--- config.mk ---
export PLATFORM = sky130hd
export DESIGN_NAME = canvas_store
export DESIGN_NICKNAME = d
export VERILOG_FILES = /design/src/rtl/canvas_store.sv
export SDC_FILE = /design/constraint.sdc
export NUM_CORES = 2
export LEC_CHECK = 0
export ABC_AREA = 1
export BUFFER_PORTS_ARGS = -buffer_cell sky130_fd_sc_hd__buf_2
export CAP_MARGIN = 30
export CORE_ASPECT_RATIO = 1.2
export CORE_MARGIN = 4
export CORE_UTILIZATION = 30
export DETAILED_ROUTE_END_ITERATION = 8
export SKIP_CTS_REPAIR_TIMING = 1
export SLEW_MARGIN = 20
export SYNTH_ARGS = -nofsm -noshare
export SYNTH_HDL_FRONTEND = slang
export SYNTH_SLANG_ARGS = --single-unit
--- constraint.sdc ---
create_clock -name clk -period 34 [get_ports clk]
set_clock_uncertainty 0.05 [all_clocks]
set_input_delay 5.1 -clock clk [delete_from_list [all_inputs] [get_ports clk]]
set_output_delay 5.1 -clock clk [all_outputs]
set_load 0.01 [all_outputs]
--- src/rtl/canvas_store.sv ---
// 32x32 one-bit drawing canvas with brush stamping, full clear sweep,
// running set-pixel count and a registered read port that freezes updates.
module canvas_store (
    input  logic        clk,
    input  logic        rst,
    input  logic        draw_valid,
    output logic        draw_ready,
    input  logic [4:0]  draw_x,
    input  logic [4:0]  draw_y,
    input  logic        draw_erase,
    input  logic        brush_big,
    input  logic        clear_req,
    input  logic        read_enable,
    input  logic [9:0]  read_addr,
    output logic        read_data,
    output logic [10:0] pixel_count,
    output logic        busy
);

    localparam logic [1:0] IDLE  = 2'd0;
    localparam logic [1:0] STAMP = 2'd1;
    localparam logic [1:0] CLEAR = 2'd2;

    logic        r_mem [0:1023];
    logic [1:0]  r_state;
    logic [9:0]  r_addr;
    logic [3:0]  r_step;
    logic [4:0]  r_x;
    logic [4:0]  r_y;
    logic        r_erase;
    logic        r_big;
    logic        r_clear_pending;
    logic [10:0] r_count;
    logic        r_rdata;

    logic [1:0]  w_dxi;
    logic [1:0]  w_dyi;
    logic [5:0]  w_px;
    logic [5:0]  w_py;
    logic        w_in_bounds;
    logic        w_last;
    logic        w_we;
    logic [9:0]  w_waddr;
    logic        w_wdata;
    logic        w_old;

    // Step index 0..8 walks the 3x3 stamp, rows outer; small brush uses step 4 only
    always_comb begin
        w_dyi = 2'd0;
        w_dxi = 2'd0;
        case (r_step)
            4'd0: begin w_dyi = 2'd0; w_dxi = 2'd0; end
            4'd1: begin w_dyi = 2'd0; w_dxi = 2'd1; end
            4'd2: begin w_dyi = 2'd0; w_dxi = 2'd2; end
            4'd3: begin w_dyi = 2'd1; w_dxi = 2'd0; end
            4'd4: begin w_dyi = 2'd1; w_dxi = 2'd1; end
            4'd5: begin w_dyi = 2'd1; w_dxi = 2'd2; end
            4'd6: begin w_dyi = 2'd2; w_dxi = 2'd0; end
            4'd7: begin w_dyi = 2'd2; w_dxi = 2'd1; end
            4'd8: begin w_dyi = 2'd2; w_dxi = 2'd2; end
            default: begin w_dyi = 2'd1; w_dxi = 2'd1; end
        endcase
    end

    // Off-canvas cells land on 32 or 63, both flagged by bit 5
    assign w_px        = {1'b0, r_x} + {4'd0, w_dxi} - 6'd1;
    assign w_py        = {1'b0, r_y} + {4'd0, w_dyi} - 6'd1;
    assign w_in_bounds = !w_px[5] && !w_py[5];
    assign w_last      = (r_step == 4'd8) || !r_big;

    always_comb begin
        w_we    = 1'b0;
        w_waddr = r_addr;
        w_wdata = 1'b0;
        if (r_state == STAMP) begin
            w_we    = w_in_bounds && !read_enable;
            w_waddr = {w_py[4:0], w_px[4:0]};
            w_wdata = !r_erase;
        end else if (r_state == CLEAR) begin
            w_we    = !read_enable;
            w_waddr = r_addr;
            w_wdata = 1'b0;
        end
    end

    assign w_old = r_mem[w_waddr];

    always_ff @(posedge clk) begin
        if (!rst && w_we)
            r_mem[w_waddr] <= w_wdata;
    end

    always_ff @(posedge clk) begin
        if (rst) begin
            r_state         <= CLEAR;
            r_addr          <= 10'd0;
            r_step          <= 4'd0;
            r_x             <= 5'd0;
            r_y             <= 5'd0;
            r_erase         <= 1'b0;
            r_big           <= 1'b0;
            r_clear_pending <= 1'b0;
            r_count         <= 11'd0;
            r_rdata         <= 1'b0;
        end else begin
            r_rdata <= read_enable ? r_mem[read_addr] : 1'b0;
            case (r_state)
                IDLE: begin
                    if (clear_req || r_clear_pending) begin
                        r_state         <= CLEAR;
                        r_addr          <= 10'd0;
                        r_clear_pending <= 1'b0;
                    end else if (draw_valid && draw_ready) begin
                        r_x     <= draw_x;
                        r_y     <= draw_y;
                        r_erase <= draw_erase;
                        r_big   <= brush_big;
                        r_step  <= brush_big ? 4'd0 : 4'd4;
                        r_state <= STAMP;
                    end
                end
                STAMP: begin
                    if (clear_req)
                        r_clear_pending <= 1'b1;
                    if (!read_enable) begin
                        if (w_we && (w_old != w_wdata))
                            r_count <= w_wdata ? r_count + 11'd1
                                               : r_count - 11'd1;
                        if (w_last) begin
                            r_addr <= 10'd0;
                            if (r_clear_pending || clear_req) begin
                                r_state         <= CLEAR;
                                r_clear_pending <= 1'b0;
                            end else begin
                                r_state <= IDLE;
                            end
                        end else begin
                            r_step <= r_step + 4'd1;
                        end
                    end
                end
                CLEAR: begin
                    r_count <= 11'd0;
                    if (!read_enable) begin
                        if (r_addr == 10'd1023)
                            r_state <= IDLE;
                        r_addr <= r_addr + 10'd1;
                    end
                end
                default: r_state <= IDLE;
            endcase
        end
    end

    assign draw_ready  = (r_state == IDLE) && !read_enable && !clear_req
                         && !r_clear_pending;
    assign busy        = (r_state != IDLE);
    assign read_data   = r_rdata;
    assign pixel_count = r_count;

endmodule

==> flow_summary_export.csv <==
group,metric,value,unit
status,status,"completed",
detailed_routing,detail_route.first_pass.iterations,7,
critical_path,setup.worst_path.start_class,"primary input",
clocking,cts.path.max_buffers,3,
clocking,cts.clk_slew.worst_paths,0.06,ns
yosys,post_synth_inst_count,8490,
power_and_ir_drop,vdd_ir_drop_max,35.6,uV
sta,rsz0062_at_grt,"false",
yosys,synth_top_cell_area_share,0.490,
critical_path,cp.required,28.85,ns
min_path,hp-class,"register to register",
critical_path,crit_path_start,"clear_req",
sta,setup_total_negative_slack,0,ns
grt,antenna_found_initial,6,
critical_path,rr_endpoint,"pixel_count[7]",
critical_path,worst-setup-path-type,"primary input to output port",
clocking,cts_buf_count,106,
yosys,synthesis.yosys.warnings,0,
critical_path,critPathCapture,"draw_ready",
grt,grt.total_usage,0.200,
run,max_cap_violations,0,
grt,globalRouteOverflowTotal,0,
power_and_ir_drop,pwr_density_cell,43.0,nW/um^2
detailed_routing,post-route-drc-count,0,
placement,place.port_buffers,40,
clocking,root_buffer_cell,"sky130_fd_sc_hd__clkbuf_16",
critical_path,r2r.worst_path.cells,29,
clocking,clkLatencyLatePin,0.76,ns
clocking,h-tree-depth,3,
sta,worst_pin_slew,1.17,ns
yosys,synth.most_common_cell,"sky130_fd_sc_hd__nand2_1",
sta,final_min_period_over_clock_period,0.323,
yosys,synth.largest_area_cell,"sky130_fd_sc_hd__edfxtp_1",
sta,slew_headroom,0.209,
placement,post-dp-hpwl,119000,um
final_layout,finalCoreUtilization,0.332,
floorplanning,coreArea,207000,um^2
yosys,synth_enable_flop_cells,1024,
clocking,sinks_on_clock_net,1069,
yosys,synthFlopType,"sky130_fd_sc_hd__edfxtp_1",
sta,max_freq,91.0,MHz
yosys,synthDistinctLibCells,44,
floorplanning,fp.dieArea,216000,um^2
clocking,cts_tree,"done",
floorplanning,row_count,183,
yosys,syn_nets,8551,
detailed_routing,routed_via_density,5.17,
floorplanning,die_h,509,um
detailed_routing,drtAntennaViolNets,0,
floorplanning,die_w,425,um
sta,slew_viol_final,0,
grt,first_global_vias,53277,
grt,largest_net_degree_at_the_start_of_global_routing,217,
detailed_routing,route.detailed.wl_per_inst,20.5,um
floorplanning,ios,41,
critical_path,critical_path.reg2reg.startpoint,"r_state[1]",
final_layout,nNetsFinal,8187,
final_layout,area_delta_synth_final,9.97,%
yosys,post_synth_instance_area,62700,um^2
critical_path,critPathCaptureType,"output port",
power_and_ir_drop,p_leak,28.0,nW
floorplanning,initial_utilization,0.302,
yosys,synth.top_cells.by_area,"sky130_fd_sc_hd__edfxtp_1 49%, sky130_fd_sc_hd__nand2_1 17%, sky130_fd_sc_hd__nor2_1 8.3%",
sta,finalHoldViolations,0,
sta,finalCriticalPeriod,10.99,ns
grt,global_route_wire_length_before_repair,330000,um
yosys,async_flop_share,0,
detailed_routing,detail_route.wirelength,225000,um
yosys,synth-seq-cells,1069,
detailed_routing,detail_route.iter0.violations,6457,
critical_path,setup.reg_to_reg.worst_slack,27.16,ns
yosys,synthTopCellsByCount,"2900 x sky130_fd_sc_hd__nand2_1, 1386 x sky130_fd_sc_hd__nor2_1, 1024 x sky130_fd_sc_hd__edfxtp_1, 941 x sky130_fd_sc_hd__inv_1, 719 x sky130_fd_sc_hd__o21ai_0",
sta,setup_violations,0,
placement,place_congestion,0.880,
critical_path,worst_ep_arrival_time,5.84,ns
yosys,seq_area_frac_synth,0.505,
critical_path,critPathMaxFanout,4,
final_layout,drive_gt1_frac,0.0464,
detailed_routing,detailroute.via_count,56865,
yosys,synth.avg_cell_area,7.39,um^2
==> cell families (layout without fill, tap and decap cells) <==
kind of cell / after synthesis / count (layout) / share of synthesized area
and+or+nand+nor: 4469 / 4469 / 0.273
buffers and inverters: 1580 / 1306 / 0.0990
AOI/OAI and AO/OA: 1330 / 1330 / 0.115
DFF: 1069 / 1069 / 0.505
adders and majority gates: 34 / 34 / 0.00714
xor gates and xnor gates: 8 / 8 / 0.00112
other: 0 / 5 / 0
==> metrics by stage <==
| step | instances | area (um^2) | hold slack [ns] | total power, mW | setup WS [ns] |
|---|---|---|---|---|---|
| final | 10996 | 69000 | 0.413 | 2.97 | 23.01 |
| after global routing | 10994 | 68900 | 0.442 | 3.06 | 22.96 |
| after CTS | 10984 | 68800 | 0.417 | 2.97 | 23.03 |
| after detailed placement | 10786 | 65200 | 0.407 | 1.76 | 23.03 |
| after global placement | 10754 | 64800 | 0.401 | 1.75 | 22.98 |
| after floorplan | 8490 | 62700 | 0.385 | 1.66 | 0.964 |
==> placed cells by master (no fill, tap or decap), types with 13 or more instances in the layout <==
| cell | synthesis | final |
|---|---|---|
| sky130_fd_sc_hd__buf_2 | 149 | 37 |
| sky130_fd_sc_hd__nand2_4 | 6 | 26 |
| sky130_fd_sc_hd__o211ai_1 | 13 | 13 |
| sky130_fd_sc_hd__nand3_1 | 131 | 131 |
| sky130_fd_sc_hd__nor3_1 | 13 | 13 |
| sky130_fd_sc_hd__edfxtp_1 | 1024 | 1024 |
| sky130_fd_sc_hd__ha_1 | 31 | 31 |
| sky130_fd_sc_hd__a221oi_1 | 65 | 65 |
| sky130_fd_sc_hd__dfxtp_1 | 45 | 45 |
| sky130_fd_sc_hd__buf_4 | 3 | 80 |
| sky130_fd_sc_hd__buf_8 | 0 | 26 |
| sky130_fd_sc_hd__clkbuf_16 | 0 | 106 |
| sky130_fd_sc_hd__bufinv_16 | 0 | 16 |
| sky130_fd_sc_hd__o22ai_1 | 90 | 90 |
| sky130_fd_sc_hd__o21ai_1 | 82 | 82 |
| sky130_fd_sc_hd__nand2_2 | 2 | 14 |
| sky130_fd_sc_hd__inv_1 | 941 | 938 |
| sky130_fd_sc_hd__nand2_1 | 2900 | 2866 |
| sky130_fd_sc_hd__nand3b_1 | 19 | 19 |
| sky130_fd_sc_hd__clkinv_1 | 2 | 29 |
| sky130_fd_sc_hd__a21oi_1 | 310 | 310 |
| sky130_fd_sc_hd__clkinv_2 | 0 | 19 |
| sky130_fd_sc_hd__o21ai_0 | 719 | 719 |
| sky130_fd_sc_hd__o311ai_0 | 32 | 32 |
| sky130_fd_sc_hd__nor2_1 | 1386 | 1380 |
| sky130_fd_sc_hd__clkbuf_1 | 356 | 15 |
==> state kept, by name (all words and copies together) (netlist names) <==
name,count
pixel_count,11
r_addr,10
r_big,1
r_clear_pending,1
r_erase,1
r_mem,1024
r_state,2
r_step,4
r_x,5
r_y,5
read_data,1
w_dxi,2
w_dyi,2
==> per-layer routing <==
metal	routed length (um)	vias up	global-route usage
met4	16100	0	0.133
met2	105000	2910	0.340
li1	-	26225	-
met5	0	-	0
met3	20500	701	0.0304
met1	82900	27029	0.234
==> worst min-delay path by stage <==
stage,slack (ns),endpoint,startpoint,cells after the start
4_1_cts,0.42,r_y[0],r_y[0],2
5_1_grt,0.44,r_addr[9],r_addr[9],2
2_1_floorplan,0.39,r_x[0],r_x[0],2
3_5_place_dp,0.41,r_y[0],r_y[0],2
3_3_place_gp,0.40,r_addr[9],r_addr[9],2
6_report,0.41,r_addr[9],r_addr[9],2
==> power breakdown <==
group	total [mW]	switching, mW	internal (mW)	leakage (nW)
Sequential	1.42	0.000279	1.42	11.7
Clock	1.23	0.536	0.694	1.71
Combinational	0.317	0.231	0.0855	14.6
Total	2.97	0.768	2.20	28.0
==> final cells by class <==
cell class                      count  area [um^2]
Fill cell                       21735       138000
Sequential cell                  1069        31700
Multi-Input combinational cell   5841        25100
Inverter                          947         3590
Tap cell                         2775         3470
Clock buffer                      121         2710
Timing Repair Buffer              161         1580
Clock inverter                     77          830
Antenna cell                        5         12.5
==> worst max-delay path, stage by stage <==
cell                      delay [ns]
sky130_fd_sc_hd__buf_2          0.10
sky130_fd_sc_hd__nor2_1         0.20
sky130_fd_sc_hd__nand2_1        0.14
sky130_fd_sc_hd__nor2_1         0.15
sky130_fd_sc_hd__buf_2          0.15
No activity file was read; power rests on OpenSTA's default activity.
